--- src/rtl/inst_fetch_queue.sv ---
// inst_fetch_queue: instruction-fetch front end with an in-order prefetch queue.
//
// Generates word-addressed fetch PCs and issues pipelined requests to
// instruction memory. It uses a req/gnt/rvalid handshake, and responses return
// in request order. Each returned instruction is stored with its PC in a
// DEPTH-entry queue that feeds decode. A redirect flushes the queue, restarts
// fetch at the new PC, and silently drops every response still in flight.
//
// Ports:
//   i_clk, i_rst_n                 clock (rising edge), async active-low reset
//   i_start / i_halt               pulses: IDLE/HALT -> RUN, RUN -> HALT
//   i_redirect, i_redirect_pc      flush and restart fetch at i_redirect_pc
//   o_imem_req, o_imem_addr        fetch request and word address
//   i_imem_gnt                     request accepted when o_imem_req & i_imem_gnt
//   i_imem_rvalid, i_imem_rdata    in-order response
//   o_inst_valid, o_inst, o_inst_pc  queue head presented to decode
//   i_inst_ready                   decode pops the head when valid & ready
//   o_count                        current queue occupancy
module inst_fetch_queue #(
   parameter int unsigned     PC_W     = 32,
   parameter int unsigned     INST_W   = 32,
   parameter int unsigned     DEPTH    = 4,
   parameter logic [PC_W-1:0] RESET_PC = '0
) (
   input  logic                   i_clk,
   input  logic                   i_rst_n,
   input  logic                   i_start,
   input  logic                   i_halt,
   input  logic                   i_redirect,
   input  logic [PC_W-1:0]        i_redirect_pc,
   output logic                   o_imem_req,
   output logic [PC_W-1:0]        o_imem_addr,
   input  logic                   i_imem_gnt,
   input  logic                   i_imem_rvalid,
   input  logic [INST_W-1:0]      i_imem_rdata,
   output logic                   o_inst_valid,
   output logic [INST_W-1:0]      o_inst,
   output logic [PC_W-1:0]        o_inst_pc,
   input  logic                   i_inst_ready,
   output logic [$clog2(DEPTH):0] o_count
);

   localparam int unsigned AW = $clog2(DEPTH);
   localparam int unsigned CW = AW + 1;

   localparam logic [1:0] S_IDLE = 2'd0;
   localparam logic [1:0] S_RUN  = 2'd1;
   localparam logic [1:0] S_HALT = 2'd2;

   logic [1:0]      state_q,    state_d;
   logic [PC_W-1:0] fetch_pc_q, fetch_pc_d;
   logic [PC_W-1:0] resp_pc_q,  resp_pc_d;
   logic [CW-1:0]   count_q,    count_d;
   logic [CW-1:0]   inflight_q, inflight_d;
   logic [CW-1:0]   discard_q,  discard_d;
   logic [AW-1:0]   head_q,     head_d;
   logic [AW-1:0]   tail_q,     tail_d;

   logic [INST_W-1:0] inst_mem_q [DEPTH];
   logic [PC_W-1:0]   pc_mem_q   [DEPTH];

   logic          grant;
   logic          push;
   logic          pop;
   logic [CW:0]   used;

   // Credit: queued entries plus outstanding requests never exceed DEPTH,
   // so every response always has a free slot waiting for it.
   assign used         = {1'b0, count_q} + {1'b0, inflight_q};
   assign o_imem_req   = (state_q == S_RUN) && !i_redirect && (used < (CW+1)'(DEPTH));
   assign o_imem_addr  = fetch_pc_q;
   assign o_inst_valid = (count_q != '0);
   assign o_inst       = o_inst_valid ? inst_mem_q[head_q] : '0;
   assign o_inst_pc    = o_inst_valid ? pc_mem_q[head_q]   : '0;
   assign o_count      = count_q;

   always_comb begin
      state_d    = state_q;
      fetch_pc_d = fetch_pc_q;
      resp_pc_d  = resp_pc_q;
      count_d    = count_q;
      inflight_d = inflight_q;
      discard_d  = discard_q;
      head_d     = head_q;
      tail_d     = tail_q;
      grant      = o_imem_req & i_imem_gnt;
      push       = 1'b0;
      pop        = 1'b0;

      case (state_q)
         S_IDLE:  if (i_start) state_d = S_RUN;
         S_RUN:   if (i_halt)  state_d = S_HALT;
         S_HALT:  if (i_start) state_d = S_RUN;
         default: state_d = S_IDLE;
      endcase

      if (i_redirect) begin
         // Every request still outstanding, except one answered this cycle,
         // returns stale data and must be dropped on arrival.
         count_d    = '0;
         head_d     = '0;
         tail_d     = '0;
         fetch_pc_d = i_redirect_pc;
         resp_pc_d  = i_redirect_pc;
         inflight_d = inflight_q - CW'(i_imem_rvalid);
         discard_d  = inflight_q - CW'(i_imem_rvalid);
      end else begin
         pop = o_inst_valid & i_inst_ready;
         if (grant) fetch_pc_d = fetch_pc_q + PC_W'(1);
         inflight_d = inflight_q + CW'(grant) - CW'(i_imem_rvalid);
         if (i_imem_rvalid) begin
            if (discard_q != '0) begin
               discard_d = discard_q - CW'(1);
            end else begin
               push      = 1'b1;
               resp_pc_d = resp_pc_q + PC_W'(1);
            end
         end
         if (push) tail_d = tail_q + AW'(1);
         if (pop)  head_d = head_q + AW'(1);
         count_d = count_q + CW'(push) - CW'(pop);
      end
   end

   always_ff @(posedge i_clk or negedge i_rst_n) begin
      if (!i_rst_n) begin
         state_q    <= S_IDLE;
         fetch_pc_q <= RESET_PC;
         resp_pc_q  <= RESET_PC;
         count_q    <= '0;
         inflight_q <= '0;
         discard_q  <= '0;
         head_q     <= '0;
         tail_q     <= '0;
      end else begin
         state_q    <= state_d;
         fetch_pc_q <= fetch_pc_d;
         resp_pc_q  <= resp_pc_d;
         count_q    <= count_d;
         inflight_q <= inflight_d;
         discard_q  <= discard_d;
         head_q     <= head_d;
         tail_q     <= tail_d;
      end
   end

   always_ff @(posedge i_clk) begin
      if (push) begin
         inst_mem_q[tail_q] <= i_imem_rdata;
         pc_mem_q[tail_q]   <= resp_pc_q;
      end
   end

endmodule

--- config.mk ---
export PLATFORM = sky130hd
export DESIGN_NAME = inst_fetch_queue
export DESIGN_NICKNAME = d
export VERILOG_FILES = /design/src/rtl/inst_fetch_queue.sv
export SDC_FILE = /design/constraint.sdc
export NUM_CORES = 1
export LEC_CHECK = 0
export BUFFER_PORTS_ARGS = -buffer_cell sky130_fd_sc_hd__buf_2
export CAP_MARGIN = 5
export CORE_MARGIN = 8
export CORE_UTILIZATION = 48
export DETAILED_ROUTE_END_ITERATION = 7
export GPL_TIMING_DRIVEN = 0
export PLACE_DENSITY_LB_ADDON = 0.08
export SLEW_MARGIN = 20
export SYNTH_ARGS = -nofsm -noshare
export SYNTH_HDL_FRONTEND = slang
export SYNTH_SLANG_ARGS = --single-unit
export TNS_END_PERCENT = 10
--- constraint.sdc ---
create_clock -name i_clk -period 4.3 [get_ports i_clk]
set_input_delay 0.43 -clock i_clk [delete_from_list [all_inputs] [get_ports i_clk]]
set_output_delay 0.43 -clock i_clk [all_outputs]
set_load 0.03 [all_outputs]
## Word level (Yosys, flattened, before mapping)

Memories as Yosys holds them, arrays and structs flattened.
Index checks and enable logic that the tools add are counted.
W data, S select, Z words.

- Register bits: 79
- Bits in latches: 0
- RAM bits: 256
- Memory bits (read-only): 0
- Bits of input ports: 72
- Output and inout bits: 101
- Logic and storage cells: 69
- Memories: 2

Memory list:

| memory | words | bits a word | read ports | clocked after Yosys merged registers in | write ports | line | RTL |
|---|---|---|---|---|---|---|---|
| inst_mem_q | 4 | 32 | 1 | 0 | 1 | 59 | `logic [INST_W-1:0] inst_mem_q [DEPTH];` |
| pc_mem_q | 4 | 32 | 1 | 0 | 1 | 60 | `logic [PC_W-1:0] pc_mem_q [DEPTH];` |

- $add $sub $neg: 11
- Multipliers: 0
- Div/mod/pow operators: 0
- Magnitude comparators: 1
- Eq/ne operators: 5
- Shift-type cells: 0
- Mux-type cells: 25
- Bitwise operators: 2
- Reduce and logical (&&, ||, !) cells: 15

Operators with widths:

| operator | count |
|---|---|
| $mux W32 | 7 |
| $add A32 B1 Y32 const B | 2 |
| $mux W3 | 5 |
| $mux W2 | 6 |
| $reduce_bool A2 Y1 | 5 |
| $sub A3 B1 Y3 | 3 |
| $add A3 B1 Y3 | 2 |
| $mux W1 | 6 |
| $reduce_and A2 Y1 | 3 |
| $reduce_bool A3 Y1 | 2 |
| $add A2 B1 Y2 const B | 2 |
| $add A3 B3 Y4 | 1 |
| $lt A4 B3 Y1 const B | 1 |
| $ne A2 B2 Y1 const B | 2 |
| $pmux W2 S2 | 1 |
| $sub A3 B1 Y3 const B | 1 |
| $and A1 B1 Y1 | 2 |
| $eq A2 B1 Y1 const B | 1 |
| $eq A2 B2 Y1 const B | 1 |
| $logic_and A1 B1 Y1 | 2 |
| $logic_not A2 Y1 | 1 |
| $ne A2 B1 Y1 const B | 1 |
| $reduce_or A2 Y1 | 1 |
| $logic_not A1 Y1 | 1 |

## Logic depth before layout (Yosys ltp)

- Depth after elaboration: 7
- Gate-level depth with buffers: 14
- Gate-level depth less buffers: 12

## Least setup slack after synthesis

OpenSTA, ideal clock, no wires.

- Path type: register to register
- Start point: register count_q[1], in the netlist o_count[1]
- End point: register inflight_q[2]
- Library setup time: 0.079 ns
- Arrival time: 3.006 ns
- Required time: 4.221 ns
- Path slack: 1.215 ns
- Stages on the path, launching flop included: 15
- Buffers on the path: 3
- Period minus slack after synthesis: 3.085 ns
- Path through: dfrtp_1 ha_1 nor4_2 and4_1 buf_4 inv_2 buf_6 clkbuf_1 ha_1 inv_1 ha_1 fa_1 xor2_1 o21ai_0 xor2_1

- Word-level cells in the longest chain between the ends: 7

RTL lines:

| what | line | RTL |
|---|---|---|
| start: declaration | 53 | `logic [CW-1:0] count_q, count_d;` |
| start signal: assignment | 139 | `count_q <= count_d;` |
| $add A3 B3 Y4 | 69 | `assign used = {1'b0, count_q} + {1'b0, inflight_q};` |
| $lt A4 B3 Y1 | 70 | `assign o_imem_req = (state_q == S_RUN) && !i_redirect && (used < (CW+1)'(DEPTH));` |
| $logic_and A1 B1 Y1 | 70 |  |
| $and A1 B1 Y1 | 86 | `grant = o_imem_req & i_imem_gnt;` |
| $add A3 B1 Y3 | 110 | `inflight_d = inflight_q + CW'(grant) - CW'(i_imem_rvalid);` |
| $sub A3 B1 Y3 | 110 |  |
| $mux W3 | 97 | `if (i_redirect) begin` |
| net inflight_d[2] | 54 | `logic [CW-1:0] inflight_q, inflight_d;` |
| end signal: assignment | 140 | `inflight_q <= inflight_d;` |
| end: declaration | 54 |  |

The timed path passes the listed nets, and every way through them passes these cells.
A chain may end at the register's enable or synchronous reset.

## Final worst setup path

Ends and elaborated chain as after synthesis.

==> impl_metrics.toml <==
[die]
floorplan.initialDensity = 0.483
floorplan.rows = 63
die_area_um2 = 35300
dieWidth_um = 188
die_y_um = 188
design.portCount = 173
floorplan.core_area_um2 = 29300

[cts]
cts_hold_buffers_added = 1
cts-htree-levels = 2
clk_path_buf_depth = 3
cts_repair_resize_count = 0
cts.repair_timing.setup_buffer_count = 0
total_cts_buffers = 36
cts-root-buf = "sky130_fd_sc_hd__clkbuf_16"
clock_sinks = 335
cts.reportedPaths.clkPinSlew_ns = 0.06
clock_insertion_delay_worst_skew_ns = 0.51
tritoncts_clock_tree = "done"

[logic_synthesis]
area_of_the_mapped_netlist_um2 = 14200
synth.mux.area_fraction = 0.105
synth_seq_area_share = 0.682
synthDistinctLibCells = 47
synth-xor-area-share = 0.0253
netlist_instances = 907
post_synth_fa_ha_maj_area_fraction = 0.0169
synth-seq-cells = 335
fraction_of_the_mapped_netlist_area_in_compound_gates = 0.0436
synth_async_sr_flop_share = 0.236
top_reg_cell_synth = "sky130_fd_sc_hd__edfxtp_1"
synth_largest_area_cell = "sky130_fd_sc_hd__edfxtp_1"
synth_top_family_by_area = "simple AND/OR/NAND/NOR gates"
post_synth_and_or_nand_nor_area_fraction = 0.109
synth_top_area_share = 0.542
synth.net_count = 997
synth_edf_count = 256
synth_area_per_cell_um2 = 15.6
synth.area.top_cells = "sky130_fd_sc_hd__edfxtp_1, sky130_fd_sc_hd__dfrtp_1, sky130_fd_sc_hd__mux4_2, sky130_fd_sc_hd__and2_1, sky130_fd_sc_hd__xor2_1"
yosysWarningCount = 0

[worst_hold_path]
hp-class = "in2reg"

[power_and_ir_drop]
ir_drop_mv = 0.288
power_per_cell_area_nw_per_um2 = 578
leakage_power_of_the_design_nw = 6.12

[timing]
period_minus_slack_ns = 3.42
setup-tns-final_ns = 0
setup-violations-final = 0
timing.final.max_slew_violations = 0
finalClockSkew_ns = 0.0106
hold_violations = 0
fin_worst_hold_slack_ns = 0.137
fin_crit_sh = 0.794
worst-slew-pin-transition_ns = 0.964
relSlewSlack = 0.357
rsz_0062_raised_after_global_routing = "false"
timing.fmax_mhz = 293

[cells_and_area]
layout_common_cells = "sky130_fd_sc_hd__edfxtp_1, sky130_fd_sc_hd__buf_2, sky130_fd_sc_hd__dfrtp_1"
fillerInstances = 2389
net_count_final = 1212
layout-area-overhead-vs-synth_pct = 18.6
stdcell_count = 1539
post-route-cell-area_um2 = 16800
most_common_cell_after_layout_fill_and_taps_aside = "sky130_fd_sc_hd__edfxtp_1"
drive_gt1_frac = 0.274

[status]
status = "completed"

[route]
postRouteAntennaNets = 0
detail_route.drc_violations = 0
vias = 8569
drt-initial-drc-count = 543
drt-vias-per-instance = 5.57
route.detailed.wl_per_inst_um = 21.0
final_wirelength_um = 32200
first_pass_iters = 5

[critical_path]
setup.worst_path.start_class = "flip-flop"
arrival_ns = 3.84
critPathSlowestCell = "sky130_fd_sc_hd__dfrtp_1"
cp_slowest_stage_delay_ns = 0.45
cp_cell_sequence = "ha_1, nor4_2, and4_1, buf_4, inv_2, buf_6, clkbuf_1, ha_1, inv_1, ha_1, fa_1, xor2_1, o21ai_0, xor2_1"
critical-path-top-cell-by-count = "sky130_fd_sc_hd__ha_1"
crit_path_max_fanout = 10
endpoint_kind = "flip-flop"
path_class = "reg2reg"
required_ns = 4.73

[placement]
post-place-cells = 1473
buffer_ports.inserted = 171
post_dp_cell_area_um2 = 15700
globalplace.congestion = 0.898
hpwl_um = 22000

[grt]
grtUsageTotal = 0.183
grt_pass1_wl_um = 51300
grt_start_max_net_pins = 46
first_global_vias = 8929
number_of_antenna_violations_at_the_first_check_in_global_routing = 0
global_route.overflow_total = 0

[flow_run]
cap_violations = 0
==> path summary, 6_finish.rpt <==
path | start | slack [ns] | to | cells past startpoint
max | o_count[1]$_DFF_PN0_ | 0.88 | inflight_q[2]$_DFF_PN0_ | 14
min | i_imem_rdata[27] | 0.14 | inst_mem_q[2][27]$_DFFE_PP_ | 1
max reg2reg | o_count[1]$_DFF_PN0_ | 0.88 | inflight_q[2]$_DFF_PN0_ | 14
min reg2reg | state_q[0]$_DFFE_PN0P_ | 0.50 | state_q[1]$_DFFE_PN0P_ | 1
max in group asynchronous | i_rst_n | 3.23 | resp_pc_q[7]$_DFFE_PN0P_ | 3
min in group asynchronous | i_rst_n | 0.45 | o_imem_addr[27]$_DFFE_PN0P_ | 2
==> area by class of cell <==
class                           instances  area [um2]  share of cell area
Multi-Input combinational cell        510        4270               0.254
Clock buffer                           45         976              0.0581
Inverter                               20        75.1             0.00447
Timing Repair Buffer                  177         998              0.0594
Buffer                                 42         184              0.0109
Clock inverter                         19         150             0.00893
Tap cell                              390         488              0.0290
Sequential cell                       335        9660               0.575
Antenna cell                            1        2.50            0.000149
==> critical path: cells and delay by family, from the launching register on <==
kind	cells	cell delay [ns]
AO/OA/AOI/OAI	1	0.20
XOR/XNOR	2	0.31
adder cells (fa/ha/maj)	4	1.18
buffers and inverters	5	0.73
flip-flops	1	0.45
AND/OR/NAND/NOR	2	0.47
==> synthesized netlist by cell type (7+ instances only) <==
cell and count:
sky130_fd_sc_hd__edfxtp_1 256, sky130_fd_sc_hd__dfrtp_1 79, sky130_fd_sc_hd__and2_1 68, sky130_fd_sc_hd__mux4_2 64, sky130_fd_sc_hd__nand2_1 62, sky130_fd_sc_hd__nand3_1 51
sky130_fd_sc_hd__o21ai_0 47, sky130_fd_sc_hd__xor2_1 34, sky130_fd_sc_hd__clkbuf_1 28, sky130_fd_sc_hd__nand4_1 24, sky130_fd_sc_hd__nor2_1 22, sky130_fd_sc_hd__inv_1 18
sky130_fd_sc_hd__and3_1 17, sky130_fd_sc_hd__ha_1 16, sky130_fd_sc_hd__o211ai_1 11, sky130_fd_sc_hd__o311ai_0 11, sky130_fd_sc_hd__or4_1 11, sky130_fd_sc_hd__a31oi_1 8
sky130_fd_sc_hd__a21oi_1 7, sky130_fd_sc_hd__xnor2_1 7
==> through the flow <==
| step | power [W] | util | setup slack (ns) |
|---|---|---|---|
| floorplan | 0.00595 | - | 1.21 |
| CTS | 0.00985 | 0.573 | 0.882 |
| finish | 0.00971 | 0.573 | 0.884 |
| detailed placement | 0.00690 | 0.534 | 0.896 |
| global route | 0.0102 | 0.573 | 0.660 |
| global placement | 0.00687 | 0.529 | -0.455 |
==> flip-flops by register name, summed over array words and instances (netlist names) <==
register	count
pc_mem_q	128
tail_q	2
head_q	2
inflight_q	3
o_imem_addr	32
inst_mem_q	128
o_count	3
resp_pc_q	32
discard_q	3
state_q	2
==> power by group <==
part / internal (W) / switching (W) / leakage, nW
clock network: 0.00173 / 0.00121 / 0.552
registers: 0.00369 / 0.000196 / 3.27
logic: 0.00104 / 0.00184 / 2.30
==> cell families after synthesis <==
logic type | after synthesis
buffers and inverters | 62
XOR/XNOR | 41
adder cells (fa/ha/maj) | 18
AO/OA/AOI/OAI | 99
AND/OR/NAND/NOR | 284
flip-flops | 335
multiplexers | 68
==> layer usage <==
metal  GRT usage  up-vias  wire, um
li1            -     3938         -
met1       0.257     4277     14700
met2       0.292      309     15000
met3      0.0345       45      1960
met4      0.0464        0       622
met5           0        -         0
Note: power is estimated with default switching activity, not from simulation.
